File: src/rtl/risc_pkg.sv
// Shared definitions for the RISC instruction word layout, used by both the
// instruction-register field decoder and the encoder/loader on the write side.
package risc_pkg;

  localparam int INSTR_W  = 32;

  localparam int OP_MSB   = 31;
  localparam int OP_W     = 5;
  localparam int SRC_MSB  = 26;
  localparam int SRC_W    = 5;
  localparam int DEST_MSB = 21;
  localparam int DEST_W   = 5;
  localparam int IMM_MSB  = 16;
  localparam int IMM_W    = 14;
  localparam int TYPE_MSB = 2;
  localparam int TYPE_W   = 2;
  localparam int HALT_BIT = 0;

  typedef enum logic [1:0] {
    IDLE = 2'd0,
    LOAD = 2'd1,
    DONE = 2'd2
  } state_t;

  // Places each field at its fixed bit position; no sign extension or checks.
  function automatic logic [INSTR_W-1:0] pack_instr(
    input logic [OP_W-1:0]   op,
    input logic [SRC_W-1:0]  src,
    input logic [DEST_W-1:0] dest,
    input logic [IMM_W-1:0]  imm,
    input logic [TYPE_W-1:0] typ,
    input logic              halt
  );
    logic [INSTR_W-1:0] w;
    w = '0;
    w[OP_MSB -: OP_W]     = op;
    w[SRC_MSB -: SRC_W]   = src;
    w[DEST_MSB -: DEST_W] = dest;
    w[IMM_MSB -: IMM_W]   = imm;
    w[TYPE_MSB -: TYPE_W] = typ;
    w[HALT_BIT]           = halt;
    return w;
  endfunction

endpackage

File: src/rtl/sync_fifo.sv
// Small synchronous FIFO with an occupancy counter. Flush empties it in one
// cycle and takes priority over a same-cycle push or pop.
module sync_fifo #(
  parameter int DEPTH = 4,
  parameter int W     = 32
) (
  input  logic         clk,
  input  logic         rst,
  input  logic         flush,
  input  logic         push,
  input  logic         pop,
  input  logic [W-1:0] wdata,
  output logic [W-1:0] rdata,
  output logic         full,
  output logic         empty
);

  localparam int PW = $clog2(DEPTH);

  logic [W-1:0]  mem [DEPTH];
  logic [PW-1:0] wr_ptr;
  logic [PW-1:0] rd_ptr;
  logic [PW:0]   used;
  logic          do_push;
  logic          do_pop;

  assign full    = (used == (PW+1)'(DEPTH));
  assign empty   = (used == '0);
  assign do_push = push && !full;
  assign do_pop  = pop && !empty;
  assign rdata   = mem[rd_ptr];

  // Pointer and occupancy bookkeeping; pointers wrap naturally as DEPTH is a power of 2.
  always_ff @(posedge clk) begin
    if (rst || flush) begin
      wr_ptr <= '0;
      rd_ptr <= '0;
      used   <= '0;
    end else begin
      if (do_push) wr_ptr <= wr_ptr + 1'b1;
      if (do_pop)  rd_ptr <= rd_ptr + 1'b1;
      used <= used + (PW+1)'(do_push) - (PW+1)'(do_pop);
    end
  end

  // Storage array; contents need no reset because occupancy gates every read.
  always_ff @(posedge clk) begin
    if (do_push) mem[wr_ptr] <= wdata;
  end

endmodule

File: src/rtl/instr_encoder_loader.sv
// Packs decoded instruction fields into 32-bit words, buffers them, and
// streams them into instruction memory at consecutive addresses until the
// halt word is written or the address space runs out.
module instr_encoder_loader
  import risc_pkg::*;
#(
  parameter int AW        = 8,
  parameter int BASE_ADDR = 0,
  parameter int DEPTH     = 4
) (
  input  logic               clk,
  input  logic               rst,
  input  logic               start,
  input  logic               in_valid,
  output logic               in_ready,
  input  logic [4:0]         Operation,
  input  logic [4:0]         Src_1,
  input  logic [4:0]         Dest,
  input  logic [13:0]        immediate,
  input  logic [1:0]         instr_type,
  input  logic               halt_bit,
  output logic               mem_we,
  output logic [AW-1:0]      mem_addr,
  output logic [31:0]        mem_wdata,
  input  logic               mem_ready,
  output logic [AW:0]        count,
  output logic               load_done,
  output logic               overflow
);

  localparam logic [AW-1:0] BASE      = AW'(BASE_ADDR);
  localparam logic [AW-1:0] ADDR_MAX  = '1;
  localparam logic [AW:0]   COUNT_MAX = {1'b1, {AW{1'b0}}};

  state_t             state;
  logic [AW-1:0]      addr;
  logic [AW:0]        count_q;
  logic               overflow_q;
  logic               halt_seen;

  logic [INSTR_W-1:0] packed_word;
  logic [INSTR_W-1:0] head;
  logic               fifo_full;
  logic               fifo_empty;
  logic               push;
  logic               write_done;
  logic               head_halt;
  logic               ovf_hit;

  assign packed_word = pack_instr(Operation, Src_1, Dest, immediate, instr_type, halt_bit);

  assign in_ready   = (state == LOAD) && !fifo_full && !halt_seen;
  assign push       = in_valid && in_ready;
  assign mem_we     = (state == LOAD) && !fifo_empty;
  assign write_done = mem_we && mem_ready;
  assign head_halt  = head[HALT_BIT];
  assign ovf_hit    = write_done && !head_halt && (addr == ADDR_MAX);

  assign mem_addr   = addr;
  assign mem_wdata  = mem_we ? head : '0;
  assign count      = count_q;
  assign overflow   = overflow_q;
  assign load_done  = (state == DONE);

  sync_fifo #(
    .DEPTH (DEPTH),
    .W     (INSTR_W)
  ) u_fifo (
    .clk   (clk),
    .rst   (rst),
    .flush (ovf_hit),
    .push  (push),
    .pop   (write_done),
    .wdata (packed_word),
    .rdata (head),
    .full  (fifo_full),
    .empty (fifo_empty)
  );

  // Session FSM: start opens a session, halt write or address exhaustion closes it.
  always_ff @(posedge clk) begin
    if (rst) begin
      state      <= IDLE;
      addr       <= BASE;
      count_q    <= '0;
      overflow_q <= 1'b0;
      halt_seen  <= 1'b0;
    end else begin
      case (state)
        IDLE, DONE: begin
          if (start) begin
            state      <= LOAD;
            addr       <= BASE;
            count_q    <= '0;
            overflow_q <= 1'b0;
            halt_seen  <= 1'b0;
          end
        end
        LOAD: begin
          if (push && halt_bit) halt_seen <= 1'b1;
          if (write_done) begin
            if (count_q != COUNT_MAX) count_q <= count_q + 1'b1;
            if (addr != ADDR_MAX) addr <= addr + 1'b1;
            if (head_halt) begin
              state <= DONE;
            end else if (addr == ADDR_MAX) begin
              overflow_q <= 1'b1;
              state      <= DONE;
            end
          end
        end
        default: state <= IDLE;
      endcase
    end
  end

endmodule

File: config.mk
export PLATFORM = sky130hd
export DESIGN_NAME = instr_encoder_loader
export DESIGN_NICKNAME = d
export VERILOG_FILES = /design/src/rtl/risc_pkg.sv /design/src/rtl/sync_fifo.sv /design/src/rtl/instr_encoder_loader.sv
export SDC_FILE = /design/constraint.sdc
export NUM_CORES = 1
export LEC_CHECK = 0
export CAP_MARGIN = 25
export CORE_ASPECT_RATIO = 1.4
export CORE_MARGIN = 2
export CORE_UTILIZATION = 57
export CTS_CLUSTER_DIAMETER = 60
export CTS_CLUSTER_SIZE = 30
export DETAILED_ROUTE_END_ITERATION = 7
export DONT_BUFFER_PORTS = 1
export MAX_ROUTING_LAYER = met4
export PLACE_DENSITY = 0.86
export SYNTH_ARGS = -nofsm -noshare
export SYNTH_HDL_FRONTEND = slang
export SYNTH_SLANG_ARGS = --single-unit
export TNS_END_PERCENT = 50
File: constraint.sdc
create_clock -name clk -period 2.6 [get_ports clk]
set_input_delay 0.78 -clock clk [delete_from_list [all_inputs] [get_ports clk]]
set_output_delay 0.78 -clock clk [all_outputs]
set_load 0.005 [all_outputs]
# Yosys cells after proc, flatten, opt, wreduce, memory -nomap -nowiden
# Memory sizes are Yosys's and may differ from the RTL's. A register that Yosys moved wholly into a read port is not among the register bits.
# Cells that the tools add are included.
# op_classes
reduce_logical	24
addsub	6
mux	25
eq_ne	14
# op_table
operator	count
two-way mux 32 bit	1
two-way mux 9 bit	3
two-way mux 8 bit	3
one-hot mux 9 bit (2 select lines)	1
one-hot mux 8 bit (2 select lines)	1
two-way mux 2 bit	6
logical AND 1 bit	10
!= test 2 x 1 -> 1 bit, second input constant	5
adder 9 x 1 -> 9 bit, second input constant	1
!= test 9 bit, second input constant	1
adder 8 x 1 -> 8 bit, second input constant	1
== test 8 bit, second input constant	1
!= test 8 bit, second input constant	1
AND reduction 4 bit	2
two-way mux 1 bit	7
AND reduction 3 bit	2
AND reduction 5 bit	1
adder 2 x 1 -> 2 bit, second input constant	2
logical NOT 1 bit	4
!= test 2 bit, second input constant	2
one-hot mux 1 bit (2 select lines)	2
one-hot mux 2 bit (2 select lines)	1
adder 3 x 1 -> 3 bit	1
== test 3 bit, second input constant	1
other kinds (9)	9
# totals
ram_bits	128
output_inout_bits	53
wordCells	78
register_bits	28
mem_count	1
input_bits	37
# mem_list
memory	depth	word_bits	read_ports	rd_ports_with_merged_regs	write_ports	line_no	source
u_fifo.mem	4	32	1	1	1	sync_fifo.sv:20	logic [W-1:0] mem [DEPTH];

# Longest topological paths before layout
# Gate-level depths: netlist of run 1.
# logic_depth
ltp_word	8
mapped_depth	10
ltp_nobuf	10

# Modules after synthesis
# A second synthesis of run 1 with hierarchy kept.
# hier_totals
cells_unflattened	380
hier_area_um2	6394.9
# modules_own_cells
module	seq_area_each_um2	instances	cells_each	area_per_inst_um2
sync_fifo	4023.9	1	217	5089.9
instr_encoder_loader	420.4	1	163	1305.0

# Worst setup path after synthesis of run 1
# Ideal clock, no wire load.
# synth_path
path_kind	input to register
from	input port in_valid
to	memory u_fifo.mem[1][0] (enable)
path_buffers	0
path_slack_ps	78
stages	3
t_required_ps	2208
arrival_time_ps	2130
setup_time_ps	392
cell_sequence	inv_1 > a2111oi_4 > and2_1
# synth_between
elab_chain_cells	4
# synth_lines
item	line_no	source
start, declared	instr_encoder_loader.sv:14	input logic in_valid,
logical AND 1 bit	instr_encoder_loader.sv:53	assign push = in_valid && in_ready;
logical AND 1 bit	sync_fifo.sv:29	assign do_push = push && !full;
two-way mux 1 bit	sync_fifo.sv:48	if (do_push) mem[wr_ptr] <= wdata;
two-way mux 1 bit (implied by the code)	sync_fifo.sv:48	
end, declared	sync_fifo.sv:20	
# No other way between the ends.

==> results.cfg, run 1 <==
[clock_network]
cts_buffers = 17
hold_buffers = 0
htreeDepth = 4
clk_latency_ps = 410
cts_root_buffer = clkbuf_16
cts_tree = yes
numClockSinks = 158
cts_buffer_depth = 2
clk_pin_slew_ps = 60

[die]
die_h_um = 129
io-pin-count = 90
dieWidth_um = 93.5
initial_core_util_pct = 58.8
rows = 45
core_area_um2 = 10900
die-area_um2 = 12100

[final_layout]
fill_cells = 688
areaGrowthSynthToFinish_pct = 13.9
final_common_cell = edfxtp_1
ff_latch_area_um2 = 4450
multi_input_area_um2 = 1840
antenna_cells = 0
instances_no_fill = 557
final_util_pct = 67.0
drive_above_1_share_pct = 22.8
nets = 451
final_cell_mix = 128 x edfxtp_1, 32 x mux4_2, 29 x and3_1

[synth]
yosys_warnings = 0
synth_area_um2 = 6390
synth_flop_cell = edfxtp_1
synth-simple-area-share_pct = 9.28
avgSynthCellArea_um2 = 16.6
syn_nets = 433
ys_ff_latch = 158
yosysSeqAreaShare_pct = 69.5
synth_xor_area_share_pct = 0.685
async_flop_share_pct = 0
muxShareOfSynthArea_pct = 11.4
synth_top_family_by_area = multiplexers
synthAdderAreaFrac_pct = 2.07
synth_edf_count = 128
synth_compound_area_share_pct = 4.95
synth.distinct_cells = 49
synth_cells = 386

[route]
wl_per_cell_um = 21.5
vias = 3462
drt_iter0_markers = 172
viasPerCell = 6.22
drt_drc_violations_left = 0
first_pass_iters = 4
postRouteAntennaNets = 0
routed_wl_um = 12000

[placement]
dp_hpwl_um = 7640
place_congestion = 0.774
dp.cells = 525
port_buffers = 0
dp_slack_ps = 136

[global_routing]
grt_usage_pct = 21.5
grt_overflow = 0
grt_pass1_wl_um = 18600
grt_max_degree = 39
grt_pass1_vias = 3633
antenna_found_initial = 0

[sta]
maxSlewViolCount = 0
fin_crit_ps = 2520
tightest_slew_ps = 590
relSlewSlack_pct = 60.2
finalCritPeriodShare_pct = 97.0
hold_slack_ps = 436
setup_viol = 0
finalClockSkew_ps = 6.31
setup_ws_ps = 78.9
hold_violations = 0
clock.fmax_mhz = 397
rsz0062_at_grt = false

[worst_setup_path]
critPathCaptureType = output pin
crit_path_start_kind = flip-flop
critPathRequiredTime_ps = 1820
path_max_fanout = 16
cp.arrival_ps = 1740
criticalPathCategory = flip-flop to output pin

[power_and_ir_drop]
ir_worst_vdd_mv = 0.557
pwr_density_cell_nw_per_um2 = 823
leakagePower_nw = 2.43

[min_path]
hold_class = input pin to flip-flop

[flow_run]
drv_cap = 0

[status]
status = completed
sequential cells by signal, indices dropped and copies added (netlist names), 2 cells and up, named ones only:
name	flops
mem_addr	8
state	2
u_fifo.used	3
u_fifo.mem	128
u_fifo.rd_ptr	2
count	9
u_fifo.wr_ptr	2
worst paths after layout:
kind | startpoint | endpoint | slack (ps) | cells past startpoint
max | flip-flop | mem_wdata[26] | 80 | 3
min | rst | state[0] | 440 | 1
max reg2reg | u_fifo.used[1] | u_fifo.used[2] | 390 | 10
min reg2reg | overflow | overflow | 470 | 2
cell families (layout without fill, tap and decap cells):
logic type / after synthesis / count (layout)
xor gates and xnor gates: 5 / 5
DFF: 158 / 158
buffers and inverters: 31 / 61
muxes: 33 / 33
adders and majority gates: 10 / 10
and+or+nand+nor: 105 / 105
AOI/OAI and AO/OA: 44 / 44
metrics by stage:
step,setup TNS (ps),area [µm²],total power (W)
detailed placement,0,6630,0.00352
CTS,-3.97,7260,0.00603
global route,0,7280,0.00620
floorplan,0,6390,0.00337
global placement,0,6630,0.00350
finish,0,7280,0.00599
cell usage after synthesis, types with 2 or more instances:
cell / instances / share of area (%)
a211oi_1: 2 / 0.23
a21oi_1: 14 / 1.1
and2_1: 4 / 0.39
and3_1: 33 / 3.2
buf_2: 6 / 0.47
clkbuf_1: 11 / 0.65
dfxtp_1: 30 / 9.4
edfxtp_1: 128 / 60
ha_1: 9 / 1.8
inv_1: 12 / 0.70
mux4_2: 32 / 11
nand2_1: 10 / 0.59
nand2b_1: 3 / 0.29
nand3_1: 13 / 1.0
nand4_1: 2 / 0.20
nor2_1: 16 / 0.94
nor2b_1: 2 / 0.20
nor3_1: 2 / 0.16
nor4b_1: 2 / 0.27
o21ai_0: 9 / 0.70
o31ai_1: 5 / 0.59
o41ai_1: 2 / 0.27
or3_1: 6 / 0.59
or4_1: 5 / 0.59
xnor2_1: 3 / 0.41
xor2_1: 2 / 0.27
what timing repair did:
item,CTS,global route
pin swaps,0,0
gates resized for setup,4,0
gates cloned,0,1
setup endpoints to repair,4,31
buffers inserted,0,0
worst max-delay path, cell delays in order, from the launching register on:
cell	delay (ps)
dfxtp_2	380
clkbuf_16	230
mux4_2	500
and3_1	220
power by group:
part | internal (W) | total [W] | switching, W
combinational | 0.000245 | 0.000619 | 0.000374
sequential | 0.00282 | 0.00287 | 0.0000486
clock | 0.00160 | 0.00250 | 0.000908
cell type report:
class,instances,share of cell area (%)
clock buffer,20,6.00
multi-input combinational,197,25.3
timing repair buffer,18,2.27
inverter,12,0.619
clock inverter,11,2.30
tap,141,2.42
sequential,158,61.1
routing by layer:
| metal | GRT usage [%] | share of wire, % |
|---|---|---|
| met2 | 37.1 | 55 |
| met5 | - | 0 |
| met3 | 6.74 | 6.0 |
| met4 | 8.04 | 1.5 |
| met1 | 23.1 | 38 |
(Power assumes the default switching activity.)
==> inputs of run 2 (changes only) <==
--- a/config.mk
+++ b/config.mk
@@ -8,13 +8,14 @@
 export CAP_MARGIN = 25
 export CORE_ASPECT_RATIO = 1.4
 export CORE_MARGIN = 2
-export CORE_UTILIZATION = 57
+export CORE_UTILIZATION = 45
 export CTS_CLUSTER_DIAMETER = 60
 export CTS_CLUSTER_SIZE = 30
 export DETAILED_ROUTE_END_ITERATION = 7
 export DONT_BUFFER_PORTS = 1
+export GPL_TIMING_DRIVEN = 1
 export MAX_ROUTING_LAYER = met4
-export PLACE_DENSITY = 0.86
+export PLACE_DENSITY = 0.73
 export SYNTH_ARGS = -nofsm -noshare
 export SYNTH_HDL_FRONTEND = slang
 export SYNTH_SLANG_ARGS = --single-unit
==> results.cfg, run 2 (synthesis gave the netlist of run 1 again) <==
[final_layout]
regMostFlops = u_fifo.mem
multi_input_area_um2 = 1820
fill_cells = 1167
final_util_pct = 52.7
ff_latch_area_um2 = 4450
final_common_cell = edfxtp_1
areaGrowthSynthToFinish_pct = 14.6
final_cell_mix = 128 x edfxtp_1, 33 x and3_1, 32 x mux4_2
antenna_cells = 0
drive_above_1_share_pct = 22.1
fin_area_um2 = 7320
largest_reg_flops = 128
nets = 451

[global_routing]
grt_pass1_wl_um = 19200
antenna_found_initial = 0
grt_max_degree = 39
grt_overflow = 0
grt_pass1_vias = 3560
grt_usage_pct = 17.3

[die]
die_h_um = 145
dieWidth_um = 105
rows = 51
core_area_um2 = 13900
initial_core_util_pct = 46.0
die-area_um2 = 15200
io-pin-count = 90

[worst_setup_path]
cp.arrival_ps = 1750
criticalPathCategory = flip-flop to output pin
critPathCaptureType = output pin
crit_path_start_kind = flip-flop
critPathRequiredTime_ps = 1820
path_max_fanout = 13

[clock_network]
cts_buffers = 17
clk_latency_ps = 410
cts_tree = yes
cts_root_buffer = clkbuf_16
clk_pin_slew_ps = 60
htreeDepth = 4
cts_buffer_depth = 2
hold_buffers = 0
numClockSinks = 158

[placement]
placed_cell_area_um2 = 6710
dp_hpwl_um = 8040
place_congestion = 0.837
port_buffers = 0

[flow_run]
drv_cap = 0

[sta]
rsz0062_at_grt = true
finalCritPeriodShare_pct = 97.2
fin_tns_setup_ps = 0
maxSlewViolCount = 0
fin_crit_ps = 2530
hold_violations = 0
tightest_slew_ps = 791
clock.fmax_mhz = 396
setup_viol = 0
finalClockSkew_ps = 8.84
relSlewSlack_pct = 47.3

[power_and_ir_drop]
ir_worst_vdd_mv = 0.430
finalPower_w = 0.00602
pwr_density_cell_nw_per_um2 = 822
leakagePower_nw = 2.44

[route]
drt_iter0_markers = 276
viasPerCell = 5.76
vias = 3467
drt_drc_violations_left = 0
postRouteAntennaNets = 0
routed_wl_um = 12400
wl_per_cell_um = 20.7
first_pass_iters = 4

[min_path]
hold_class = input pin to flip-flop

[status]
status = completed
run 2: path summary, 6_finish.rpt:
check	startpoint	endpoint	slack, ps	cells after the start
worst max-delay path	flip-flop	mem_wdata[18]	70	3
worst min-delay path	rst	mem_addr[1]	440	1
worst max register to register	u_fifo.used[1]	u_fifo.used[2]	450	10
worst min register to register	overflow	overflow	470	2
run 2: where the power goes:
| group | total (W) | switching (W) | internal [W] | leakage, nW |
|---|---|---|---|---|
| clock | 0.00252 | 0.000929 | 0.00159 | 0.290 |
| sequential | 0.00287 | 0.0000485 | 0.00282 | 1.40 |
| combinational | 0.000629 | 0.000380 | 0.000249 | 0.753 |
| total | 0.00602 | 0.00136 | 0.00466 | 2.44 |
run 2: metrics by stage:
stage                     worst slack, ps  hold WS, ps  cells
after CTS                            36.3          416    602
after global placement                296          470    570
after floorplan                      78.5          442    386
after detailed placement              230          473    570
after global routing                -9.10          411    602
final                                72.5          440    602
run 2: worst max-delay path, stage by stage (launching register included):
cell and delay [ps]:
dfxtp_2 360, buf_6 220, mux4_2 530, and3_1 220
run 2: layer usage:
layer	global-route usage, %	wire length (µm)
met1	19.1	4820
met2	29.3	6720
met3	6.29	808
met4	5.07	95
met5	-	0
run 2: area by class of cell:
class                      instances  share of cell area [%]
inverter                          12                   0.615
clock inverter                     9                    1.84
sequential                       158                    60.7
clock buffer                      23                    6.53
multi-input combinational        197                    24.9
timing repair buffer              18                    2.24
tap                              185                    3.16
run 2: timing repair:
action                     4_1_cts  5_1_grt
setup endpoints to repair       13        7
resized for setup                1        0
setup buffers                    0        0
==> inputs of run 3 (changes only) <==
--- a/config.mk
+++ b/config.mk
@@ -7,7 +7,7 @@
 export LEC_CHECK = 0
 export CAP_MARGIN = 25
 export CORE_ASPECT_RATIO = 1.4
-export CORE_MARGIN = 2
+export CORE_MARGIN = 8
 export CORE_UTILIZATION = 45
 export CTS_CLUSTER_DIAMETER = 60
 export CTS_CLUSTER_SIZE = 30
==> constraint.sdc (replaced) <==
create_clock -name clk -period 2.6 [get_ports clk]
set_input_delay 0.26 -clock clk [delete_from_list [all_inputs] [get_ports clk]]
set_output_delay 0.26 -clock clk [all_outputs]
set_load 0.005 [all_outputs]
==> results.cfg, run 3 (synthesis gave the netlist of run 1 again) <==
[final_layout]
largest_reg_flops = 128
final_util_pct = 54.9
final_cell_mix = 128 x edfxtp_1, 34 x dlygate4sd3_1, 33 x and3_1
drive_above_1_share_pct = 18.6
areaGrowthSynthToFinish_pct = 19.4
antenna_cells = 0
regMostFlops = u_fifo.mem
nets = 480
instances_no_fill = 631
final_common_cell = edfxtp_1

[route]
maxUsedRoutingLayer = met4
postRouteAntennaNets = 0
m1WireLength_um = 5080
met3_length_um = 932
viasPerCell = 5.60
wl_per_cell_um = 21.2
first_pass_iters = 4
met2_wirelength_um = 7090
routed_wl_um = 13400
vias = 3532
drt_iter0_markers = 245
drt_drc_violations_left = 0

[clock_network]
htreeDepth = 4
cts_root_buffer = clkbuf_16
numClockSinks = 158
clk_latency_ps = 410
cts_buffer_depth = 2
cts_buffers = 17
clk_pin_slew_ps = 60
cts_tree = yes
post_cts_resize_count = 0

[die]
initial_core_util_pct = 46.0
dieWidth_um = 117
rows = 51
io-pin-count = 90
core_area_um2 = 13900
die-area_um2 = 18300
die_h_um = 157

[power_and_ir_drop]
sw_frac_of_total_pct = 22.5
p_int_w = 0.00465
pwr_density_cell_nw_per_um2 = 786
leakagePower_nw = 2.56
clkPwrFrac_pct = 41.2
comb_power_share_pct = 11.0
p_sw_w = 0.00135
ir_worst_vdd_mv = 0.508
finalPower_w = 0.00600
power_frac_seq_pct = 47.8

[worst_setup_path]
cp.arrival_ps = 1940
r2r_end = u_fifo.used[2]
crit_path_start_kind = flip-flop
critPathCaptureType = output pin
r2r_slack_ps = 400
timing.rr.start = state[1]
ff2ff_path_depth = 10
critPathRequiredTime_ps = 2340
criticalPathCategory = flip-flop to output pin
path_max_fanout = 18

[flow_run]
drv_cap = 0

[global_routing]
antenna_found_initial = 0
grt_pass1_wl_um = 20400
grt_pass1_vias = 3651
grt_overflow = 0
grt_max_degree = 34
grt_usage_pct = 15.7

[sta]
maxSlewViolCount = 0
finalClockSkew_ps = 7.52
tightest_slew_ps = 565
fin_tns_setup_ps = 0
fin_crit_ps = 2200
setup_viol = 0
finalCritPeriodShare_pct = 84.7
clock.fmax_mhz = 454
rsz0062_at_grt = false
hold_violations = 0
relSlewSlack_pct = 61.9

[min_path]
hp-start = mem_ready
hold_class = input pin to flip-flop
min_path_cells = 2
min_delay_worst_endpoint = mem_addr[2]

[status]
status = completed

[placement]
dp.cells = 565
dp_hpwl_um = 8500
place_congestion = 0.806
port_buffers = 0
==> run 3: worst max-delay path by stage <==
stage / start / end / cells after the start
floorplan: state[1] / u_fifo.mem[1][0] / 3
global placement: u_fifo.used[1] / u_fifo.used[2] / 10
detailed placement: u_fifo.used[1] / u_fifo.used[2] / 10
CTS: flip-flop / mem_wdata[31] / 3
global route: u_fifo.used[1] / u_fifo.used[2] / 10
finish: flip-flop / mem_wdata[31] / 3
==> run 3: worst max-delay path, cell delays in order (launching register included) <==
cell,delay (ps)
dfxtp_2,560
buf_4,370
mux4_2,350
and3_1,250
==> run 3: routing by layer <==
layer,up-vias,GRT usage [%]
li1,1629,-
met1,1794,16.5
met2,93,26.6
met3,16,5.10
met4,0,6.12
met5,-,-
==> run 3: cell type report <==
type	instances	area (µm²)
Timing Repair Buffer	47	488
Multi-Input combinational cell	197	1830
Clock inverter	7	115
Clock buffer	25	475
Fill cell	1120	6280
Tap cell	185	231
Inverter	12	45.0
Sequential cell	158	4450
==> run 3: power groups by stage <==
stage,registers (W),logic [W],clock network (W)
6_report,0.00287,0.000660,0.00247
3_3_place_gp,0.00291,0.000596,0
2_1_floorplan,0.00291,0.000460,0
4_1_cts,0.00287,0.000680,0.00251
5_1_grt,0.00288,0.000732,0.00261
3_5_place_dp,0.00292,0.000612,0
==> run 3: timing repair <==
| action | in CTS | in global routing |
|---|---|---|
| setup buffers | 0 | 0 |
| endpoints found under the hold margin | 134 | 0 |
| hold buffers | 34 | 0 |
==> run 3: metrics by stage <==
step	setup WS [ps]	hold WS, ps	cell area, µm²
after floorplan	310	359	6390
after CTS	353	16.7	7630
after global routing	213	29.2	7630
final	398	35.4	7630
after global placement	535	332	6700
after detailed placement	412	334	6700
==> variant: new RTL, config.mk and constraints of run 1 <==
Encoding of `state_t`: now one-hot (3 bits for 3 states).
--- a/src/rtl/risc_pkg.sv
+++ b/src/rtl/risc_pkg.sv
@@ -17,8 +17,8 @@
   localparam int HALT_BIT = 0;
 
-  typedef enum logic [1:0] {
-    IDLE = 2'd0,
-    LOAD = 2'd1,
-    DONE = 2'd2
+  typedef enum logic [2:0] {
+    IDLE = 3'b001,
+    LOAD = 3'b010,
+    DONE = 3'b100
   } state_t;
 
Formal check against the unedited RTL: no difference found for any inputs over 4 cycles, from zero or initial values and one cycle with rst high; so few cycles prove little.
==> variant against run 1 <==
Wire length is 4.1% lower. Via count is 3.5% lower. Worst setup slack better by 0.00069 ns. Global-route usage is 0.33 points lower. Final area is 0.34% higher. Core utilization is 0.12 points lower. Sequential cell count is 1 higher. Register-to-register slack worse by 0.14 ns. Synthesized area is 0.63% higher. Largest cell class unchanged.
Power is not compared: it rests on default switching activity, and its combinational part moved more than twofold at a synthesized area within 25%.
==> variant: results (changes against run 1) <==
qor: yosys.synth.top_cells.by_count 128 x sky130_fd_sc_hd__edfxtp_1, 33 x sky130_fd_sc_hd__nor2b_1, 32 x sky130_fd_sc_hd__mux4_2, 31 x sky130_fd_sc_hd__dfxtp_1, 19 x sky130_fd_sc_hd__a21oi_1
qor: routing.wl_met2 6180 um [-5.3%]
qor: yosys.ys_seq_area_share 69.4% [-0.12 points]
qor: yosys.synth-xor-area-share 0.953% [+0.27 points]
qor: critical_path.crit_path_dat 1.74 ns [about the same]
qor: routing.avgRoutedWirePerCell 20.4 um [-5.1%]
qor: placement.placed_cells 531 [+1.1%]
qor: critical_path.largest_stage_delay_worst_path 0.58 ns [+0.08 ns]
qor: routing.detail_route.wirelength 11500 um [-4.1%]
qor: layout.final_core_utilization 66.9% [-0.12 points]
qor: timing.timing_worst_slew_pin_value 0.639 ns [+0.0487 ns]
qor: routing.met3RoutedLength 834 um [+16%]
qor: placement.place_congestion 0.838 [+8.3%]
qor: routing.first_iter_violations 220 [+28%]
qor: placement.pre_cts_slack 0.0651 ns [-0.0713 ns]
qor: run_status.status finished clean
qor: yosys.synth_mux_area_share 11.4% [-0.071 points]
qor: placement.dpl_cell_area 0.00672 mm^2 [+1.3%]
qor: critical_path.critPathMaxFanout 11 [-5]
qor: timing.hold_violations 0 [unchanged]
qor: grt.initial_antenna_violation_count 0 [unchanged]
qor: yosys.yosys.area_share.adder 2.06% [-0.013 points]
qor: grt.wire_length_of_the_first_global_routing_pass 18300 um [-1.5%]
qor: grt.met1_capacity_usage_during_global_routing 22.4% [-0.70 points]
qor: yosys.synth_compound_gate_area_share 4.80% [-0.15 points]
qor: yosys.synthesis.nets 435 [+0.46%]
qor: layout.final_net_count 456 [+1.1%]
qor: power_and_ir_drop.sw_ratio 20.2%
qor: layout.num-fill-cells 723 [+5.1%]
qor: grt.grt_pass1_vias 3611 [-0.61%]
qor: layout.fraction_of_layout_cells_with_a_size_suffix_above_1 21.6% [-1.3 points]
qor: yosys.syn_area_per_cell 16.6 um^2 [+0.11%]
qor: grt.grt.total_usage 21.1% [-0.33 points]
qor: grt.gr-usage-met3 8.26% [+1.5 points]
qor: yosys.synth_area_leaders sky130_fd_sc_hd__edfxtp_1 60%, sky130_fd_sc_hd__mux4_2 11%, sky130_fd_sc_hd__dfxtp_1 9.6%
qor: power_and_ir_drop.p_total 5.16 mW
qor: placement.detailedPlacementHpwl 7670 um [+0.48%]
qor: cts.post_cts_resized 1 [-3]
qor: routing.number_of_vias_after_detailed_routing 3341 [-3.5%]
-- variant: changes by cell type in the layout (fill, tap and decap cells not counted), moves of 4 or more --
cell | before | now
sky130_fd_sc_hd__nor2b_1 | 1 | 33
sky130_fd_sc_hd__and3_1 | 29 | 2
sky130_fd_sc_hd__inv_6 | 0 | 6
sky130_fd_sc_hd__a21oi_1 | 14 | 19
sky130_fd_sc_hd__and3_4 | 4 | 0
sky130_fd_sc_hd__nor2_1 | 16 | 12
-- variant: path summary, 6_finish.rpt --
check	start	to	slack, ns	cells past startpoint
hold reg to reg	overflow	overflow	0.51	1
hold / removal	rst	mem_addr[1]	0.43	1
setup reg to reg	state[0]	u_fifo.used[2]	0.25	8
setup / recovery	flop	mem_wdata[0]	0.08	3
-- variant: cell type report --
class	instances	share of cell area [%]
Inverter	13	0.668
Tap cell	141	2.41
Sequential cell	159	61.1
Clock inverter	15	2.02
Clock buffer	17	5.82
Timing Repair Buffer	17	2.19
Multi-Input combinational cell	201	25.8
